==> config.mk <==
export PLATFORM = sky130hd
export DESIGN_NAME = led_sequencer
export DESIGN_NICKNAME = d
export VERILOG_FILES = /design/src/rtl/led_sequencer.sv
export SDC_FILE = /design/constraint.sdc
export NUM_CORES = 1
export LEC_CHECK = 0
export BUFFER_PORTS_ARGS = -buffer_cell sky130_fd_sc_hd__clkbuf_2
export CAP_MARGIN = 20
export CORE_MARGIN = 2
export CORE_UTILIZATION = 59
export CTS_CLUSTER_DIAMETER = 120
export CTS_CLUSTER_SIZE = 8
export DETAILED_ROUTE_END_ITERATION = 7
export PLACE_DENSITY = 0.83
export SYNTH_ARGS = -nofsm -noshare
export SYNTH_HDL_FRONTEND = slang
export SYNTH_SLANG_ARGS = --single-unit
export TNS_END_PERCENT = 50
==> constraint.sdc <==
create_clock -name clk -period 2.3 [get_ports clk]
set_input_delay 0.46 -clock clk [delete_from_list [all_inputs] [get_ports clk]]
set_output_delay 0.46 -clock clk [all_outputs]
set_load 0.01 [all_outputs]
==> src/rtl/led_sequencer.sv <==
// LED output stage for four active-low user LEDs: timed blink/chase/bounce
// patterns with PWM brightness and a valid/ready mode-change port.
module led_sequencer #(
    parameter int TICK_DIV   = 50000,
    parameter int STEP_TICKS = 100,
    parameter int PWM_BITS   = 4
) (
    input  logic                clk,
    input  logic                rst,
    input  logic [1:0]          mode,
    input  logic                mode_valid,
    output logic                mode_ready,
    input  logic [PWM_BITS-1:0] brightness,
    output logic                step_strobe,
    output logic [3:0]          leds
);

    localparam int PRE_W  = (TICK_DIV > 1) ? $clog2(TICK_DIV) : 1;
    localparam int STEP_W = (STEP_TICKS > 1) ? $clog2(STEP_TICKS) : 1;

    typedef enum logic [1:0] {
        S_OFF  = 2'd0,
        S_LOAD = 2'd1,
        S_RUN  = 2'd2
    } state_t;

    typedef enum logic [1:0] {
        M_OFF    = 2'd0,
        M_BLINK  = 2'd1,
        M_CHASE  = 2'd2,
        M_BOUNCE = 2'd3
    } mode_t;

    typedef enum logic {
        DIR_UP   = 1'b0,
        DIR_DOWN = 1'b1
    } dir_t;

    state_t              state;
    state_t              next_state;
    mode_t               mode_q;
    dir_t                dir;
    dir_t                next_dir;
    logic [3:0]          pat;
    logic [3:0]          next_pat;
    logic [PRE_W-1:0]    prescaler;
    logic [STEP_W-1:0]   stepcnt;
    logic [PWM_BITS-1:0] pwm_cnt;
    logic                pwm_on;
    logic                accept;
    logic                pre_last;
    logic                step_last;
    logic                advance;

    function automatic logic [3:0] init_pat(input mode_t m);
        case (m)
            M_BLINK:  init_pat = 4'b1111;
            M_CHASE:  init_pat = 4'b0001;
            M_BOUNCE: init_pat = 4'b0001;
            default:  init_pat = 4'b0000;
        endcase
    endfunction

    assign accept    = mode_valid && mode_ready;
    assign pre_last  = (prescaler == PRE_W'(TICK_DIV - 1));
    assign step_last = (stepcnt == STEP_W'(STEP_TICKS - 1));
    // A mode accept on the same edge suppresses the advance entirely.
    assign advance   = (state == S_RUN) && pre_last && step_last && !accept;

    always_comb begin
        // NOTE: every output of a combinational block gets a default first so no latch is inferred.
        next_state = state;
        case (state)
            S_OFF:   if (accept) next_state = S_LOAD;
            S_LOAD:  next_state = (mode_q == M_OFF) ? S_OFF : S_RUN;
            S_RUN:   if (accept) next_state = S_LOAD;
            default: next_state = S_OFF;
        endcase
    end

    always_ff @(posedge clk or posedge rst) begin
        // NOTE: sequential state uses non-blocking assignments so all registers update together.
        if (rst) begin
            state      <= S_OFF;
            mode_q     <= M_OFF;
            mode_ready <= 1'b0;
        end else begin
            state      <= next_state;
            mode_ready <= (next_state != S_LOAD);
            if (accept) mode_q <= mode_t'(mode);
        end
    end

    // Step timing only runs in S_RUN; any accept or other state clears it.
    always_ff @(posedge clk or posedge rst) begin
        if (rst) begin
            prescaler <= '0;
            stepcnt   <= '0;
        end else if (state == S_RUN && !accept) begin
            if (pre_last) begin
                prescaler <= '0;
                stepcnt   <= step_last ? '0 : stepcnt + STEP_W'(1);
            end else begin
                prescaler <= prescaler + PRE_W'(1);
            end
        end else begin
            prescaler <= '0;
            stepcnt   <= '0;
        end
    end

    always_comb begin
        next_pat = pat;
        next_dir = dir;
        case (mode_q)
            M_BLINK: next_pat = ~pat;
            M_CHASE: next_pat = {pat[2:0], pat[3]};
            M_BOUNCE: begin
                next_pat = (dir == DIR_UP) ? {pat[2:0], 1'b0} : {1'b0, pat[3:1]};
                if (next_pat == 4'b1000)      next_dir = DIR_DOWN;
                else if (next_pat == 4'b0001) next_dir = DIR_UP;
            end
            default: next_pat = 4'b0000;
        endcase
    end

    always_ff @(posedge clk or posedge rst) begin
        if (rst) begin
            pat         <= 4'b0000;
            dir         <= DIR_UP;
            step_strobe <= 1'b0;
        end else begin
            step_strobe <= advance;
            if (accept) begin
                pat <= init_pat(mode_t'(mode));
                dir <= DIR_UP;
            end else if (advance) begin
                pat <= next_pat;
                dir <= next_dir;
            end else if (state == S_OFF) begin
                pat <= 4'b0000;
            end
        end
    end

    // All-ones brightness must be fully on, which a plain compare cannot reach.
    assign pwm_on = (brightness == {PWM_BITS{1'b1}}) ? 1'b1 : (pwm_cnt < brightness);

    always_ff @(posedge clk or posedge rst) begin
        if (rst) begin
            pwm_cnt <= '0;
            leds    <= 4'b1111;
        end else begin
            pwm_cnt <= pwm_cnt + PWM_BITS'(1);
            leds    <= ~(pat & {4{pwm_on}});
        end
    end

endmodule
After elaboration in Yosys (flattened, before gate mapping)
Index checks and enable logic that the tools add are counted.

operators by class
  add/sub/neg operators = 3
  $lt $le $gt $ge = 1
  equal/unequal tests = 15
  mux-type cells = 20
  bitwise gates (word level) = 3
  reductions and logical operators = 15

operators by type and width
  cell                     count
  $mux W16                 2
  $mux W7                  3
  $add A16 B1 Y16 const B  1
  $eq A16 B16 Y1 const B   1
  $mux W4                  4
  $pmux W4 S3              1
  $eq A2 B2 Y1 const B     5
  $eq A4 B4 Y1 const B     2
  $not A4 Y4               2
  $pmux W4 S2              1
  $add A7 B1 Y7 const B    1
  $eq A7 B7 Y1 const B     1
  $eq A2 B1 Y1 const B     3
  $mux W1                  6
  $reduce_bool A3 Y1       2
  $logic_and A1 B1 Y1      5
  $add A4 B1 Y4 const B    1
  $and A4 B4 Y4            1
  $eq A4 B1 Y1 const B     1
  $logic_not A2 Y1         2
  $lt A4 B4 Y1             1
  $mux W2                  2
  $pmux W2 S2              1
  $reduce_bool A2 Y1       2
  other kinds (5)          6

word-level totals
  register bits after elaboration = 42
  input port bits = 9
  output and inout port bits = 6
  logic and storage cells = 67

Longest topological paths before layout
  word-level depth = 7
  mapped depth = 7
  gate-level depth less buffers = 6

Least setup slack after synthesis
Ideal clock, no wire load.

  path kind = reg-to-reg
  from = register stepcnt[0]
  to = register pat[0]
  setup time = 65 ps
  arrival time = 1,826 ps
  required time = 2,235 ps
  path slack = 409 ps
  stages on the path, launching flop included = 7
  path buffers = 0
  clock period less this slack = 1,891 ps
  path through = dfrtp_1 > ha_1 > nand2b_4 > or4_4 > or3_4 > o22ai_1 > mux2_1

on the way
  longest elaborated chain between the ends = 5
  elaborated cells on any way between the ends = 6
  those cells by class = 1 x eq/ne; 2 x mux; 3 x reduce/logical

ends and longest elaborated chain
  element                               RTL line  RTL
  start, declared                       47        logic [STEP_W-1:0] stepcnt;
  start signal, assigned                102       stepcnt <= step_last ? '0 : stepcnt + STEP_W'(1);
  $eq A7 B7 Y1 (*)                      66        assign step_last = (stepcnt == STEP_W'(STEP_TICKS - 1));
  $logic_and A1 B1 Y1 (*) (2 in a row)  68        assign advance = (state == S_RUN) && pre_last && step_last && !accept;
  $mux W4                               137       end else if (advance) begin
  $mux W4                               134       if (accept) begin
  end signal, assigned                  135       pat <= init_pat(mode_t'(mode));
  end signal, assigned                  138       pat <= next_pat;
  end, declared                         44        logic [3:0] pat;

Mark *: on every way between the ends. The rest lies on a longest branch, timed or not.
A chain may end at the register's enable or synchronous reset.

Final worst setup path
  from = register stepcnt[0]
  to = register pat[2]

The elaborated chain is that of the path after synthesis.

==> metrics.txt <==
arrival time at the worst endpoint=2.28 ns; Root Buffer=clkbuf_4; Mapped Cells=206; Initial DRC Count=52; mean area per synthesized cell=10.2 um2; Critical Path Start=stepcnt[0]$_DFFE_PP0P_; ys flop type=dfrtp_1; clk buf depth=2; flops & latches, synth=42; Final Slew Violations=0; antenna cell count=0; area grow syn2layout=10.1%; final WL=3690 um; net count reported at finish=240; PD cells=630 nW/um2; post-CTS setup buffer count=0; Final period util=88.8%; Leakage=0.00106 uW; post-synthesis adder-cell area fraction=3.59%; Die Wd=63.6 um; syn nets=221; Sink Count=42; CTS Buf Count=5; R2R Path Start=stepcnt[0]$_DFFE_PP0P_; core area=3360 um2; Post-synth EDFFs=0; ratio of cells with drive above 1 in the final layout=17.8%; CTS tree=built; end of the critical path=pat[2]$_DFFE_PP0P_; Worst Path Required=2.54 ns; DPL Wire Length=2580 um; highest routed layer=met4; post-route antenna net violation count=0; DRT met1 WL=1720 um; simple-gate portion of the synthesized area=22.8%; Initial Util=62.2%; H-tree depth=2; IO Count=15; mux contribution to synthesized area=3.17%; Reg2Reg Depth=6; Synth area leader=dfrtp_1; fillcell total=279; Routed met3 length=169 um; Post-CTS Resized=0; ys async rst share=100%; max_slew headroom=63.4%; Post-CTS Hold Buffers=0; input/output buffers=14; Compound-Gate Fraction of Synth Area=10.9%; HP Class=in -> async; Post-Syn Area=2090 um2; Rows=21; vias in the first global route=1502; fin crit period=2.04 ns; CP max FO=4; synth warn=0; first-pass GRT wire length=6760 um; area share of the largest cell type after synthesis=45.4%; RSZ-0062 raised after global routing=false; GPL Wtd Cong=0.863; area of the multi-input gates=987 um2; worst slew pin tran=0.544 ns; total via count in the routed design=1548; Worst Skew=0.00987 ns; largest net degree at the start of global routing=43; top cell types by occurrence after synthesis=dfrtp_1 (38), nor2_1 (23), nand3_1 (16); DRT Pass-1 Iters=4; Synth area leaders=dfrtp_1 (45%), dfstp_2 (5.0%), nor2_1 (4.1%); r2r setup slk=0.26 ns; initial antenna violation count=0; fmax=0.490 GHz; drc violations=0; startpoint types=flip-flop; RR Endpoint=pat[2]$_DFFE_PP0P_; XOR/XNOR Fraction of Synth Area=6.69%; Critical Path End Type=flip-flop; CTS clk-pin slew, worst paths=0.12 ns; status=complete, no violations; register area share after synthesis=50.4%; clk_lat worst skew=0.35 ns; most common cell in the netlist=dfrtp_1; largest family of logic cells by synthesized area=simple AND/OR/NAND/NOR gates; Die Y=63.6 um; met2 routed WL=1750 um; routed len/inst=13.6 um; total grt overflow=0; register area=1060 um2; die area=4040 um2; post-DR vias/cell=5.71; kind of critical path=reg -> reg; gr usage total=21.2%; peak supply drop=0.415 mV; setup violation total in the final timing report=0; count of different cell masters after synthesis=47; Final Hold Violating Endpoints=0; Fin Setup TNS=0 ns; WHS=0.199 ns; MaxCap Viol Count=0
[through the flow]
step / area (um2) / total power [uW] / utilization, % / cells / worst slack, ns
floorplan: 2090 / 940 / - / 206 / 0.409
global placement: 2220 / 989 / 66.1 / 264 / 0.356
CTS: 2300 / 1470 / 68.5 / 271 / 0.242
detailed placement: 2220 / 994 / 66.1 / 264 / 0.265
finish: 2300 / 1450 / 68.5 / 271 / 0.258
global route: 2300 / 1530 / 68.5 / 271 / 0.121
[cells in the final DEF, fill, tap and decap left out, drive strengths merged, types with 5 or more instances in the layout]
master and count:
xnor2 7, ha 6, clkbuf 20, inv 8, nand2 15, o21ai 16, nand3 16, mux2 5
nor2 23, and3 5, xor2 9, dfrtp 38
[worst min path at each step]
stage	start	endpoint	slack [ns]
floorplan	prescaler[0]$_DFF_PP0_	prescaler[0]$_DFF_PP0_	0.43
global placement	prescaler[0]$_DFF_PP0_	prescaler[0]$_DFF_PP0_	0.45
detailed placement	prescaler[0]$_DFF_PP0_	prescaler[0]$_DFF_PP0_	0.45
CTS	rst	prescaler[0]$_DFF_PP0_	0.20
global route	rst	pwm_cnt[1]$_DFF_PP0_	0.25
finish	rst	dir$_DFFE_PP0P_	0.20
[cells by family (layout without fill, tap and decap cells)]
family	Yosys count	after routing
AND/OR/NAND/NOR	86	86
flip-flops	42	42
AO/OA/AOI/OAI	37	37
XOR/XNOR	16	16
buffers and inverters	13	32
adder cells (fa/ha/maj)	6	6
multiplexers	6	6
[area by class of cell]
type	instances	area share, %
Inverter	8	1.30
Multi-Input combinational cell	151	42.8
Timing Repair Buffer	17	4.02
Sequential cell	42	45.8
Clock inverter	1	1.30
Tap cell	46	2.50
Clock buffer	6	2.23
[power breakdown]
part	internal [uW]	leakage (uW)	total, uW	switching (uW)
combinational	63.5	0.000461	162	98.8
clock	253	0.0000443	473	220
sequential	777	0.000556	817	40.7
total	1090	0.00106	1450	360
[metal layers]
layer  GRT usage [%]  vias to the layer above
met5               0                        -
met4            7.88                        0
met3            6.43                       10
met2            32.8                       38
met1            28.2                      730
li1                -                      770
[registers in the layout (all words and copies together) (netlist names), 2 cells and up]
| signal | count |
|---|---|
| leds | 4 |
| mode_q | 2 |
| pat | 4 |
| prescaler | 16 |
| pwm_cnt | 4 |
| state | 2 |
| stepcnt | 7 |
[worst max-delay path, cell delays in order (launching register included)]
cell and delay [ns]:
dfrtp_1 0.41, ha_1 0.27, nand2b_4 0.07, or4_4 0.49, o211ai_1 0.20, nand2_1 0.15, mux2_1 0.34
Note: power is estimated with default switching activity, not from simulation.
